===== config.mk =====
export PLATFORM = sky130hd
export DESIGN_NAME = mem_stage
export DESIGN_NICKNAME = d
export VERILOG_FILES = /design/src/rtl/mem_stage.sv
export SDC_FILE = /design/constraint.sdc
export NUM_CORES = 1
export LEC_CHECK = 0
export BUFFER_PORTS_ARGS = -buffer_cell sky130_fd_sc_hd__buf_2
export CORE_ASPECT_RATIO = 0.7
export CORE_MARGIN = 4
export CORE_UTILIZATION = 25
export CTS_CLUSTER_DIAMETER = 60
export CTS_CLUSTER_SIZE = 25
export DETAILED_ROUTE_END_ITERATION = 7
export SYNTH_ARGS = -nofsm -noshare
export SYNTH_HDL_FRONTEND = slang
export SYNTH_SLANG_ARGS = --single-unit

===== constraint.sdc =====
create_clock -name clk -period 8.65 [get_ports clk]
set_clock_uncertainty 0.2 [all_clocks]
set_input_delay 1.73 -clock clk [delete_from_list [all_inputs] [get_ports clk]]
set_output_delay 1.73 -clock clk [all_outputs]
set_load 0.02 [all_outputs]

===== src/rtl/mem_stage.sv =====
// mem_stage: pipeline memory stage that bridges EX to a single-outstanding data bus and retires into WB.
//   clk, rst (async, active-high)
//   EX side : ex_valid, ALUout, store_data, MemRd, MemWr, MemSize, MemSign, RWSel, rd, RegWr -> mem_stall
//   Bus side: bus_req, bus_we, bus_addr, bus_wdata, bus_be <- bus_ack, bus_rdata
//   WB side : wb_valid, wb_ALUout, wb_RAMdata, wb_RWSel, wb_rd, wb_RegWr, misalign, bus_err
module mem_stage #(
    parameter int TIMEOUT = 255
) (
    input  logic        clk,
    input  logic        rst,
    input  logic        ex_valid,
    input  logic [15:0] ALUout,
    input  logic [15:0] store_data,
    input  logic        MemRd,
    input  logic        MemWr,
    input  logic        MemSize,
    input  logic        MemSign,
    input  logic [1:0]  RWSel,
    input  logic [3:0]  rd,
    input  logic        RegWr,
    output logic        mem_stall,
    output logic        bus_req,
    output logic        bus_we,
    output logic [15:0] bus_addr,
    output logic [15:0] bus_wdata,
    output logic [1:0]  bus_be,
    input  logic        bus_ack,
    input  logic [15:0] bus_rdata,
    output logic        wb_valid,
    output logic [15:0] wb_ALUout,
    output logic [15:0] wb_RAMdata,
    output logic [1:0]  wb_RWSel,
    output logic [3:0]  wb_rd,
    output logic        wb_RegWr,
    output logic        misalign,
    output logic        bus_err
);
    typedef enum logic {IDLE, WAIT} state_t;
    state_t state, state_nx;
    logic [7:0] cnt;
    logic        size_q, sign_q, lane_q, regwr_q;
    logic [15:0] alu_q;
    logic [1:0]  rwsel_q;
    logic [3:0]  rd_q;
    logic mem_op, mis, accept, expire;
    logic [7:0]  lane;
    logic [15:0] load_data;
    always_comb begin
        mem_op    = MemRd | MemWr;
        mis       = mem_op & MemSize & ALUout[0];
        // rst gating keeps mem_stall low during reset even if EX still drives a request
        accept    = (state == IDLE) & ex_valid & mem_op & ~mis & ~rst;
        expire    = cnt == 8'(TIMEOUT - 1);
        mem_stall = (state == WAIT) | accept;
        bus_req   = state == WAIT;
        lane      = lane_q ? bus_rdata[15:8] : bus_rdata[7:0];
        load_data = size_q ? bus_rdata : {{8{sign_q & lane[7]}}, lane};
        state_nx  = state;
        if (state == IDLE)
            state_nx = accept ? WAIT : IDLE;
        else
            state_nx = (bus_ack | expire) ? IDLE : WAIT;
    end
    always_ff @(posedge clk or posedge rst)
        if (rst) state <= IDLE;
        else     state <= state_nx;
    always_ff @(posedge clk or posedge rst) begin
        if (rst) begin
            cnt        <= '0;
            size_q     <= 1'b0;
            sign_q     <= 1'b0;
            lane_q     <= 1'b0;
            regwr_q    <= 1'b0;
            alu_q      <= '0;
            rwsel_q    <= '0;
            rd_q       <= '0;
            bus_we     <= 1'b0;
            bus_addr   <= '0;
            bus_wdata  <= '0;
            bus_be     <= '0;
            wb_valid   <= 1'b0;
            wb_ALUout  <= '0;
            wb_RAMdata <= '0;
            wb_RWSel   <= '0;
            wb_rd      <= '0;
            wb_RegWr   <= 1'b0;
            misalign   <= 1'b0;
            bus_err    <= 1'b0;
        end else begin
            wb_valid <= 1'b0;
            misalign <= 1'b0;
            bus_err  <= 1'b0;
            if (state == IDLE) begin
                if (accept) begin
                    cnt       <= '0;
                    size_q    <= MemSize;
                    sign_q    <= MemSign;
                    lane_q    <= ALUout[0];
                    regwr_q   <= RegWr & ~MemWr;
                    alu_q     <= ALUout;
                    rwsel_q   <= RWSel;
                    rd_q      <= rd;
                    bus_we    <= MemWr;
                    bus_addr  <= {ALUout[15:1], 1'b0};
                    bus_wdata <= MemSize ? store_data : {2{store_data[7:0]}};
                    bus_be    <= MemSize ? 2'b11 : (ALUout[0] ? 2'b10 : 2'b01);
                end else if (ex_valid) begin
                    wb_valid  <= 1'b1;
                    misalign  <= mis;
                    wb_ALUout <= ALUout;
                    wb_RWSel  <= RWSel;
                    wb_rd     <= rd;
                    wb_RegWr  <= RegWr & ~mis;
                end
            end else if (bus_ack | expire) begin
                wb_valid  <= 1'b1;
                bus_err   <= ~bus_ack;
                wb_ALUout <= alu_q;
                wb_RWSel  <= rwsel_q;
                wb_rd     <= rd_q;
                wb_RegWr  <= regwr_q & bus_ack;
                if (bus_ack & ~bus_we) wb_RAMdata <= load_data;
            end else begin
                cnt <= cnt + 8'd1;
            end
        end
    end
endmodule


**After elaboration in Yosys (flattened, before gate mapping)**

Cells that the tools add are included.

- Bits of input ports: 63
- Logic and storage cells: 88
- Bits in registers: 111
- Output and inout port bits: 79

- $add $sub $neg: 1
- Reductions and logical operators: 6
- Bitwise operators: 20
- Muxes and demuxes: 36
- Eq/ne operators: 4

Operator list:

| kind | count |
|---|---|
| $mux W16 | 6 |
| $mux W8 | 4 |
| $mux W1 | 16 |
| $mux W4 | 4 |
| $mux W2 | 6 |
| $and A1 B1 Y1 | 11 |
| $add A8 B1 Y8 const B | 1 |
| $eq A8 B8 Y1 const B | 1 |
| $not A1 Y1 | 6 |
| $reduce_and A3 Y1 | 2 |
| $ne A2 B2 Y1 const B | 2 |
| $reduce_and A2 Y1 | 2 |
| $reduce_bool A2 Y1 | 2 |
| $or A1 B1 Y1 | 3 |
| $ne A2 B1 Y1 const B | 1 |

**Depth between registers and ports, before layout**

Gate-level depths: netlist (run 1).

- Depth in word-level cells: 8
- Gate-level depth with buffers: 7
- Depth with buffers taken out: 6

**Worst setup path after synthesis (run 1)**

OpenSTA, ideal clock, no wires.

- Kind: input to output
- Start point: in MemWr
- End point: out mem_stall
- Slack: 4.080 ns
- Required time: 6.720 ns
- Stages on the path: 5
- Arrival: 2.640 ns
- Path buffers: 2
- Cells stage by stage: o21ba_2 -> nand3_1 -> buf_2 -> buf_2 -> nand2b_1

- Word-level cells in the longest chain between the ends: 7
- Elaborated cells on any way between the ends: 8
- Those cells by class: bitwise: 8

RTL lines:

| what | RTL line | RTL |
|---|---|---|
| from (decl) | 15 | `input logic MemWr,` |
| $or A1 B1 Y1 * | 49 | `mem_op = MemRd \| MemWr;` |
| $and A1 B1 Y1 (2 in series) | 50 | `mis = mem_op & MemSize & ALUout[0];` |
| $not A1 Y1 | 52 | `accept = (state == IDLE) & ex_valid & mem_op & ~mis & ~rst;` |
| $and A1 B1 Y1 * (2 in series) | 52 |  |
| $or A1 B1 Y1 * | 54 | `mem_stall = (state == WAIT) \| accept;` |
| to (decl) | 21 | `output logic mem_stall,` |

Every way passes the cells marked *; elsewhere a longest branch is shown, timed or not.

**Worst setup path in the final report (run 1)**

- Start point: in MemSize
- End point: out mem_stall

- Word-level cells in the longest chain between the ends: 6

RTL lines:

| what | RTL line | RTL |
|---|---|---|
| from (decl) | 16 | `input logic MemSize,` |
| $and A1 B1 Y1 (2 in series) | 50 |  |
| $not A1 Y1 | 52 |  |
| $and A1 B1 Y1 (2 in series) | 52 |  |
| $or A1 B1 Y1 | 54 |  |

Every way passes these cells.

==> summary.md, run 1 <==
| Metric | Value |
|---|---|
| Reg-to-Reg Start | `bus_req$_DFF_PP0_` |
| Critical path peak fanout | `58` |
| Pwr Density | `282.7 mW/mm²` |
| Critical path endpoint category | `primary output` |
| Die width | `164.1 µm` |
| Reg2reg path depth | `6` |
| Via/cell ratio | `4.321` |
| Hold-fix buffers, CTS | `0` |
| Core ar. | `0.01649 mm²` |
| WHS Path Cells | `2` |
| Power Total | `1.558 mW` |
| CP required | `6.72 ns` |
| #FFs+latches synth | `95` |
| Sequential area share after synthesis | `55.78%` |
| Row cnt | `39` |
| Finished Layout Cells | `697` |
| Largest net degree at the start of global routing | `68` |
| Syn_nets | `394` |
| Initial antenna violation count | `0` |
| Area of the die | `0.01923 mm²` |
| Max-slew violations | `0` |
| Syn Area/Cell | `12.95 µm²` |
| Area Growth Syn to Fin | `29.30%` |
| IO Count | `142` |
| Worst relative slew slack | `41.78%` |
| Share of cells above drive strength 1 | `52.33%` |
| Leak | `2.725 nW` |
| Peak supply drop | `0.09157 mV` |
| Post-route ant nets | `0` |
| DRC | `0` |
| Max frequency | `195.9 MHz` |
| 1st-iter DRT viols | `117` |
| Startpoint Class | `input pin` |
| Nets | `532` |
| Routed len/inst | `15.51 µm` |
| CTS clock-pin slew for the worst setup and hold paths | `0.06 ns` |
| CP arrival | `3.17 ns` |
| Total Routing Usage GR | `11.45%` |
| First-pass GRT wire length | `17.04 mm` |
| Worst-Skew Late Latency | `0.34 ns` |
| Vias in the first global route | `3140` |
| Min-Delay Endpoint | `regwr_q$_DFFE_PP0P_` |
| Flop-to-flop setup slack | `6.07 ns` |
| Fin. Hold Viols | `0` |
| Post-layout min period | `5.105 ns` |
| Post-synthesis cell count | `329` |
| Status | `finished clean` |
| DP Wirelength | `7.716 mm` |
| Ys Warns | `0` |
| Reg-to-reg endpoint | `wb_RWSel[0]$_DFFE_PP0P_` |
| Die H | `117.2 µm` |
| H-tree depth | `3` |
| CTS sink count | `95` |
| Period utilization | `59.01%` |
| Placed instance count | `681` |
| CTS buffer count | `9` |
| Setup Buffers After CTS | `0` |
| Iteration count of the initial detailed-routing pass | `4` |
| Crit Path Class | `input pin to primary output` |
| CTS tree | `done` |
| RSZ-0062 raised after global routing | `no` |
| Setup Total Neg Slack | `0 ns` |
| Endpoints failing setup | `0` |
| Finished Core Util | `33.41%` |
| Routed vias | `3012` |
| Worst Hold Launch | `regwr_q$_DFFE_PP0P_` |
| Worst Tran Pin Value | `0.8733 ns` |
| Post-Syn Area | `0.004262 mm²` |
| Root buffer selected by CTS | `clkbuf_16` |
| Max Cap Viol | `0` |
| Placer Congestion | `0.7913` |
| Clk buf depth | `2` |
| WL final | `10.81 mm` |
| Netlist cell types | `39` |
| GRT Residual Overflow | `0` |
| Initial Utilization | `25.84%` |
| Port Buffer Count | `140` |
| N_diodes | `0` |
| Class of the worst hold path | `register to register` |
| # resized after CTS | `0` |
## registers in the layout, summed over array words and instances (netlist names), 2 cells and up
| name | count |
|---|---|
| wb_RAMdata | 16 |
| wb_RWSel | 2 |
| rwsel_q | 2 |
| wb_ALUout | 16 |
| bus_wdata | 16 |
| wb_rd | 4 |
| bus_be | 2 |
| rd_q | 4 |
| cnt | 8 |
| alu_q | 16 |
## power breakdown
part / switching [mW] / internal [mW] / total, mW
logic: 0.284 / 0.207 / 0.492
registers: 0.0787 / 0.567 / 0.645
clock network: 0.172 / 0.248 / 0.420
total: 0.535 / 1.02 / 1.56
## cells by family (layout without fill, tap and decap cells)
logic type	Yosys count	after routing	share of synthesized area (%)
AND/OR/NAND/NOR	65	65	6.959
multiplexers	97	97	26.81
AO/OA/AOI/OAI	44	44	6.870
other	1	1	0.08800
buffers and inverters	24	167	2.701
XOR/XNOR	1	1	0.2056
flip-flops	95	95	55.78
adder cells (fa/ha/maj)	2	2	0.5871
## Yosys cell counts
cell | number | area (µm²)
and2_1 | 1 | 6.260
a41oi_1 | 1 | 8.760
nor2_1 | 13 | 48.80
ha_1 | 2 | 25.02
mux2_2 | 61 | 686.9
xor2_1 | 1 | 8.760
o21ai_0 | 19 | 95.09
and4_1 | 1 | 8.760
o211ai_4 | 1 | 21.27
nand3b_1 | 1 | 7.510
o211ai_1 | 1 | 7.510
a21o_1 | 1 | 7.510
buf_2 | 5 | 25.02
nand2b_1 | 4 | 25.02
nand3_1 | 6 | 30.03
nand4_1 | 1 | 6.260
a21oi_1 | 11 | 55.05
o221ai_1 | 1 | 8.760
a311o_1 | 1 | 10.01
a22o_1 | 3 | 26.28
nor4b_1 | 1 | 8.760
o21ba_2 | 1 | 10.01
o2bb2ai_1 | 1 | 8.760
and4_4 | 1 | 11.26
a41o_4 | 1 | 21.27
nor3_1 | 1 | 5.000
dfrtp_1 | 95 | 2377
mux2_4 | 19 | 285.3
buf_1 | 3 | 11.26
mux2i_1 | 17 | 170.2
clkbuf_1 | 6 | 22.52
buf_4 | 1 | 7.510
and3_1 | 2 | 12.51
or2_2 | 1 | 6.260
conb_1 | 1 | 3.750
a31oi_1 | 2 | 12.51
inv_1 | 7 | 26.28
nand2_1 | 32 | 120.1
buf_6 | 2 | 22.52
## critical path: stages
cell      delay, ns
buf_2          0.29
a21oi_1        0.16
nand3_2        0.10
buf_4          0.56
nand2b_1       0.14
buf_2          0.19
## metrics by stage
stage / hold WS [ns] / area, µm² / setup slack, ns
2_1_floorplan: 0.2505 / 4262 / 4.080
3_3_place_gp: 0.2601 / 5192 / 3.534
3_5_place_dp: 0.2705 / 5192 / 3.507
4_1_cts: 0.2854 / 5510 / 3.512
5_1_grt: 0.3082 / 5510 / 3.407
6_report: 0.2838 / 5510 / 3.545
## placed cells by master, fill, tap and decap left out, types with 3 or more instances in the layout
cell type,count
nor2_1,13
a21oi_1,11
nand2b_1,4
clkbuf_8,3
buf_2,140
a22o_1,3
nand3_1,5
dfrtp_1,95
mux2_2,61
inv_1,6
mux2_4,19
mux2i_1,17
buf_4,4
clkbuf_16,9
nand2_1,32
o21ai_0,19
## final cells by class
cell class | instances | area [µm²]
Tap cell | 225 | 281.5
Clock buffer | 12 | 266.5
Multi-Input combinational cell | 210 | 1774
Timing Repair Buffer | 144 | 730.7
Clock inverter | 4 | 51.30
Sequential cell | 95 | 2377
Fill cell | 1698 | 10980
Inverter | 7 | 28.78
## how the worst max path moves through the flow
| stage | start | to | slack [ns] |
|---|---|---|---|
| floorplan | MemWr | mem_stall | 4.08 |
| global placement | MemSize | mem_stall | 3.53 |
| detailed placement | MemSize | mem_stall | 3.51 |
| CTS | MemSize | mem_stall | 3.51 |
| global route | MemSize | mem_stall | 3.41 |
| finish | MemSize | mem_stall | 3.55 |
## metal layers
layer  share of wire (%)  global-route usage (%)
met3                 5.0                   3.955
met5                   0                       0
met4                 1.4                   3.520
met2                  47                   17.66
met1                  47                   15.28
Note: power is estimated with default switching activity, not from simulation.
==> run 2, diff against run 1 <==
--- a/config.mk
+++ b/config.mk
@@ -5,6 +5,7 @@
 export SDC_FILE = /design/constraint.sdc
 export NUM_CORES = 1
 export LEC_CHECK = 0
+export ABC_AREA = 1
 export BUFFER_PORTS_ARGS = -buffer_cell sky130_fd_sc_hd__buf_2
 export CORE_ASPECT_RATIO = 0.7
 export CORE_MARGIN = 4
==> constraint.sdc (replaced) <==
create_clock -name clk -period 5.3 [get_ports clk]
set_clock_uncertainty 0.2 [all_clocks]
set_input_delay 1.06 -clock clk [delete_from_list [all_inputs] [get_ports clk]]
set_output_delay 1.06 -clock clk [all_outputs]
set_load 0.02 [all_outputs]
==> summary.md, run 2 <==
| Metric | Value |
|---|---|
| Status | `finished clean` |
| Post-synthesis cell count | `536 (+63%)` |
| CTS clock-pin slew for the worst setup and hold paths | `0.06 ns (about the same)` |
| CP arrival | `2.12 ns (-1.05 ns)` |
| Cell chain of the critical path | `buf_2, nand2_1, inv_1, nor2_4, nand2_4, nand2_1, buf_2` |
| WL final | `12.47 mm (+15%)` |
| Hold Slack | `0.2654 ns (-0.01840 ns)` |
| CP max-delay cell | `buf_2` |
| RSZ-0062 raised after global routing | `no` |
| CTS tree | `done` |
| CTS sink count | `95 (unchanged)` |
| DP Wirelength | `8.838 mm (+15%)` |
| Largest family of logic cells by synthesized area | `simple AND/OR/NAND/NOR gates` |
| Max-slew violations | `0 (unchanged)` |
| Initial antenna violation count | `0 (unchanged)` |
| Area Growth Syn to Fin | `25.47%` |
| Most frequent cells in the layout | `nand2_1 (183), buf_2 (140), dfrtp_1 (95)` |
| Synth Area in Compound Gates | `10.99% (+4.1 points)` |
| Die H | `119.2 µm (+1.7%)` |
| Critical path endpoint category | `primary output` |
| Core ar. | `0.01727 mm² (+4.7%)` |
| Worst Hold Launch | `wb_rd[0]$_DFFE_PP0P_` |
| Max frequency | `295.7 MHz` |
| Clk buf depth | `2 (unchanged)` |
| Sequential area share after synthesis | `53.84% (-1.9 points)` |
| Crit path launch | `MemSize` |
| Number of synthesized flops with an enable pin | `0 (unchanged)` |
| First-pass GRT wire length | `20.24 mm (+19%)` |
| Root buffer selected by CTS | `clkbuf_16` |
| Commonest non-fill, non-tap cell in the layout | `nand2_1` |
| Post-synth top flop | `dfrtp_1` |
| Routed len/inst | `13.90 µm (-10%)` |
| Top-area cell type share of the netlist area | `53.84% (-1.9 points)` |
| Row cnt | `40 (+2.6%)` |
| Endpoints failing setup | `0 (unchanged)` |
| Peak supply drop | `0.1554 mV (+70%)` |
| GR Util met1 | `17.65% (+2.4 points)` |
| Setup Buffers After CTS | `0 (unchanged)` |
| #FFs+latches synth | `95 (unchanged)` |
| Mux cell area share after synthesis | `0% (-27 points)` |
| # resized after CTS | `0 (unchanged)` |
| CP top delay family | `buffers and inverters` |
| Hold-fix buffers, CTS | `0 (unchanged)` |
| Largest net degree at the start of global routing | `74 (+8.8%)` |
| Synth cell count leaders | `nand2_1 (183), dfrtp_1 (95), o21ai_0 (49)` |
| Nets | `726 (+36%)` |
| Post-Synth Simple-Gate Area | `25.50% (+19 points)` |
| Worst relative slew slack | `33.56% (-8.2 points)` |
| Share of cells above drive strength 1 | `26.13% (-26 points)` |
| IO Count | `142 (unchanged)` |
| Worst-Skew Late Latency | `0.34 ns (about the same)` |
| Setup Total Neg Slack | `0 ns (unchanged)` |
| Finished Core Util | `32.09% (-1.3 points)` |
| Post-Syn Area | `0.004415 mm² (+3.6%)` |
| Period utilization | `63.80%` |
| Worst Tran Pin Value | `0.9956 ns (+0.1223 ns)` |
| Vias in the first global route | `3837 (+22%)` |
| Crit Path Class | `input pin to primary output` |
| Busiest grt layer | `met2` |
| Reg-to-Reg Start | `bus_req$_DFF_PP0_` |
| Worst stage delay on the critical path | `0.25 ns (-0.31 ns)` |
| Startpoint Class | `input pin` |
| N_diodes | `0 (unchanged)` |
| Placer Congestion | `0.7918 (about the same)` |
| Ys Warns | `0 (unchanged)` |
| Adder-cell share of the synthesized area | `0.5667% (-0.020 points)` |
| DRC | `0 (unchanged)` |
| Met3 Use GR | `4.944% (+0.99 points)` |
| Pwr Density | `435.0 mW/mm² (+54%)` |
| Via/cell ratio | `4.337 (+0.35%)` |
| Post-route ant nets | `0 (unchanged)` |
| Initial Utilization | `25.57% (-0.27 points)` |
| Top-count cell post-synth | `nand2_1` |
| Max Cap Viol | `0 (unchanged)` |
| H-tree depth | `3 (unchanged)` |
| Port Buffer Count | `140 (unchanged)` |
| Area contributors post-synth | `dfrtp_1 (54%), nand2_1 (16%), o21ai_0 (5.6%)` |
| Class of the worst hold path | `register to register` |
| CP required | `4.04 ns (-2.68 ns)` |
| Syn_nets | `601 (+53%)` |
| 1st-iter DRT viols | `350 (+200%)` |
| CTS buffer count | `9 (unchanged)` |
| Netlist cell types | `27 (-31%)` |
| Area of the die | `0.01989 mm² (+3.4%)` |
| Fin. Hold Viols | `0 (unchanged)` |
| Post-layout min period | `3.381 ns` |
| Iteration count of the initial detailed-routing pass | `4 (unchanged)` |
| Die width | `166.8 µm (+1.7%)` |
| Crit path buffers/inverters | `3 (unchanged)` |
| Met2 usage | `18.50% (+0.84 points)` |
| Leak | `2.949 nW (+8.2%)` |
| Async S/R FF share, synth | `100.0% (unchanged)` |
| GRT Residual Overflow | `0 (unchanged)` |
| Post-Synth XOR/XNOR Area | `0.1984% (-0.0072 points)` |
| Syn Area/Cell | `8.238 µm² (-36%)` |
| Critical path peak fanout | `27 (-53%)` |
| Yosys top cell by area | `dfrtp_1` |
| Routed vias | `3890 (+29%)` |
| Total Routing Usage GR | `12.62% (+1.2 points)` |
## run 2: metal layers
layer	share of wire [%]	up-vias	wire, µm
met4	0.64	0	80
met2	41	136	5166
met5	0	-	0
met1	49	1779	6101
met3	9.0	6	1123
li1	-	1969	-
## run 2: layout make-up
class	instances	area, µm²
Timing Repair Buffer	144	730.7
Fill cell	1860	11730
Clock buffer	11	242.7
Multi-Input combinational cell	360	1649
Tap cell	231	289.0
Clock inverter	5	57.56
Inverter	51	193.9
Sequential cell	95	2377
## run 2: kinds of logic (layout without fill, tap and decap cells)
logic type,Yosys count,in the layout
simple gates,262,262
flops,95,95
compound gates,94,94
buf+inv,81,211
fa+ha+maj,2,2
other cells,1,1
xor+xnor,1,1
## run 2: path summary, 6_finish.rpt
check / end / slack [ns] / cells past startpoint
max in group asynchronous: wb_ALUout[13]$_DFFE_PP0P_ / 3.26 / 3
setup reg to reg: wb_RAMdata[13]$_DFFE_PP0P_ / 2.81 / 6
setup / recovery: mem_stall / 1.92 / 7
hold reg to reg: wb_rd[0]$_DFFE_PP0P_ / 0.27 / 2
hold / removal: wb_rd[0]$_DFFE_PP0P_ / 0.27 / 2
min in group asynchronous: bus_wdata[2]$_DFFE_PP0P_ / 0.72 / 2
## run 2: metrics by stage
stage,cell area [µm²],setup WS (ns),power [mW],std cells
floorplan,4415,1.563,1.497,536
global placement,5240,1.914,1.761,881
detailed placement,5240,1.900,1.770,881
CTS,5540,1.898,2.440,897
global route,5540,1.800,2.565,897
finish,5540,1.919,2.410,897
## run 2: tightest hold or removal path, cell delays in order, from the launching register on
cell	delay, ns
dfrtp_1	0.34
nand2_1	0.05
nand2_1	0.04
## run 2: where the power goes
part / switching (mW) / leakage, nW / total, mW / internal (mW)
registers: 0.118 / 1.18 / 1.02 / 0.906
logic: 0.484 / 1.63 / 0.724 / 0.240
clock network: 0.284 / 0.138 / 0.662 / 0.378
total: 0.886 / 2.95 / 2.41 / 1.52
==> run 3, diff against run 2 <==
==> constraint.sdc (replaced) <==
create_clock -name clk -period 2.7 [get_ports clk]
set_clock_uncertainty 0.2 [all_clocks]
set_input_delay 0.54 -clock clk [delete_from_list [all_inputs] [get_ports clk]]
set_output_delay 0.54 -clock clk [all_outputs]
set_load 0.02 [all_outputs]
==> summary.md, run 3 (same netlist as run 2, synthesis figures left out) <==
| Metric | Value |
|---|---|
| Worst relative slew slack | `65.75% (+32 points)` |
| Clk buf depth | `2 (unchanged)` |
| Startpoint Class | `register` |
| 1st-iter DRT viols | `277 (-21%)` |
| Iteration count of the initial detailed-routing pass | `4 (unchanged)` |
| # resized after CTS | `0 (unchanged)` |
| Class of the worst hold path | `input pin to async pin` |
| IO Count | `142 (unchanged)` |
| Post-route ant nets | `0 (unchanged)` |
| Root buffer selected by CTS | `clkbuf_16` |
| Placed instance count | `882 (+0.11%)` |
| Largest net degree at the start of global routing | `99 (+34%)` |
| DP Wirelength | `8.802 mm (-0.41%)` |
| DRC | `0 (unchanged)` |
| Max frequency | `434.3 MHz` |
| Reg-to-Reg Start | `bus_req$_DFF_PP0_` |
| Max-slew violations | `0 (unchanged)` |
| Vias in the first global route | `3740 (-2.5%)` |
| Area Growth Syn to Fin | `27.00%` |
| CTS tree | `done` |
| Core ar. | `0.01727 mm² (unchanged)` |
| WL final | `12.42 mm (-0.43%)` |
| Fin. Hold Viols | `0 (unchanged)` |
| RSZ-0062 raised after global routing | `no` |
| Routed vias | `3887 (-0.077%)` |
| Port Buffer Count | `140 (unchanged)` |
| GRT Residual Overflow | `0 (unchanged)` |
| Endpoints failing setup | `0 (unchanged)` |
| Hold Slack | `0.1646 ns (-0.1008 ns)` |
| Period utilization | `85.27%` |
| Max Cap Viol | `0 (unchanged)` |
| Nets | `727 (+0.14%)` |
| Finished Layout Cells | `898 (+0.11%)` |
| CTS clock-pin slew for the worst setup and hold paths | `0.07 ns (about the same)` |
| CTS buffer count | `9 (unchanged)` |
| CTS sink count | `95 (unchanged)` |
| Reg2reg path depth | `8 (+2)` |
| Most frequent cells in the layout | `nand2_1 (183), buf_2 (140), dfrtp_1 (95)` |
| Share of cells above drive strength 1 | `26.24% (+0.11 points)` |
| Die width | `166.8 µm (unchanged)` |
| Crit Path Class | `register to primary output` |
| Via/cell ratio | `4.329 (-0.19%)` |
| H-tree depth | `3 (unchanged)` |
| Reg-to-reg endpoint | `wb_ALUout[13]$_DFFE_PP0P_` |
| Setup Buffers After CTS | `0 (unchanged)` |
| Initial antenna violation count | `0 (unchanged)` |
| Initial Utilization | `25.57% (unchanged)` |
| FILL cells | `1824 (-1.9%)` |
| Post-layout min period | `2.302 ns` |
| Peak supply drop | `0.2822 mV (+82%)` |
| Routed len/inst | `13.83 µm (-0.54%)` |
| CP required | `1.96 ns (-2.08 ns)` |
| Setup Total Neg Slack | `0 ns (unchanged)` |
| Area of the die | `0.01989 mm² (unchanged)` |
| Commonest non-fill, non-tap cell in the layout | `nand2_1` |
| Row cnt | `40 (unchanged)` |
| Pwr Density | `866.0 mW/mm² (+99%)` |
| First-pass GRT wire length | `19.93 mm (-1.5%)` |
| Worst-Skew Late Latency | `0.33 ns (about the same)` |
| Critical path endpoint category | `primary output` |
| Placer Congestion | `0.8416 (+6.3%)` |
| Die H | `119.2 µm (unchanged)` |
| Flop-to-flop setup slack | `0.59 ns (-2.22 ns)` |
| Hold-fix buffers, CTS | `0 (unchanged)` |
| Worst Tran Pin Value | `0.5138 ns (-0.4818 ns)` |
| CP arrival | `1.56 ns (-0.56 ns)` |
| N_diodes | `0 (unchanged)` |
| Total Routing Usage GR | `12.38% (-0.25 points)` |
| Critical path peak fanout | `10 (-63%)` |
| Status | `finished clean` |
| Leak | `2.986 nW (+1.3%)` |
## run 3: worst max-delay path by stage
| stage | endpoint | slack [ns] | from |
|---|---|---|---|
| global placement | wb_RegWr$_DFFE_PP0P_ | 0.35 | MemSize |
| detailed placement | wb_ALUout[6]$_DFFE_PP0P_ | 0.29 | MemSize |
| CTS | mem_stall | 0.36 | bus_req$_DFF_PP0_ |
| finish | mem_stall | 0.40 | bus_req$_DFF_PP0_ |
| global route | mem_stall | 0.29 | bus_req$_DFF_PP0_ |
| floorplan | mem_stall | 0.53 | MemSize |
## run 3: power breakdown
group	internal [mW]	total, mW	switching, mW	leakage (nW)
Sequential	1.78	2.02	0.241	1.18
Clock	0.867	1.41	0.548	0.163
Combinational	0.477	1.42	0.944	1.65
Total	3.12	4.86	1.73	2.99
## run 3: metal layers
metal  vias up  GRT usage, %  routed length [µm]
met2       133         18.05                5233
met1      1779         18.09                6145
met4         0         1.993                  70
li1       1966             -                   -
met5         -             0                   0
met3         9         4.180                 966
## run 3: final cells by class
type	count	area, µm²	area share [%]
inverters	51	195.2	3.481
flip-flops and latches	95	2377	42.39
clock buffers	12	256.5	4.574
well taps	231	289.0	5.154
repair buffers	145	763.2	13.61
clock inverters	4	77.57	1.383
multi-input cells	360	1649	29.41
## run 3: critical path, cell delays in order, from the launching register on
cell,delay (ns)
dfrtp_1,0.47
inv_2,0.19
nand2_2,0.10
nor2_4,0.14
nand2_4,0.06
nand2_1,0.10
buf_2,0.18
## run 3: stage by stage
| stage | setup WS [ns] | cell area [µm²] | total power, mW | utilization, % |
|---|---|---|---|---|
| finish | 0.3977 | 5608 | 4.856 | 32.48 |
| global route | 0.2863 | 5608 | 5.156 | 32.48 |
| CTS | 0.3643 | 5608 | 4.936 | 32.48 |
| detailed placement | 0.2854 | 5274 | 3.495 | 30.54 |
| global placement | 0.3487 | 5274 | 3.476 | 30.54 |
| floorplan | 0.5334 | 4419 | 2.939 | - |
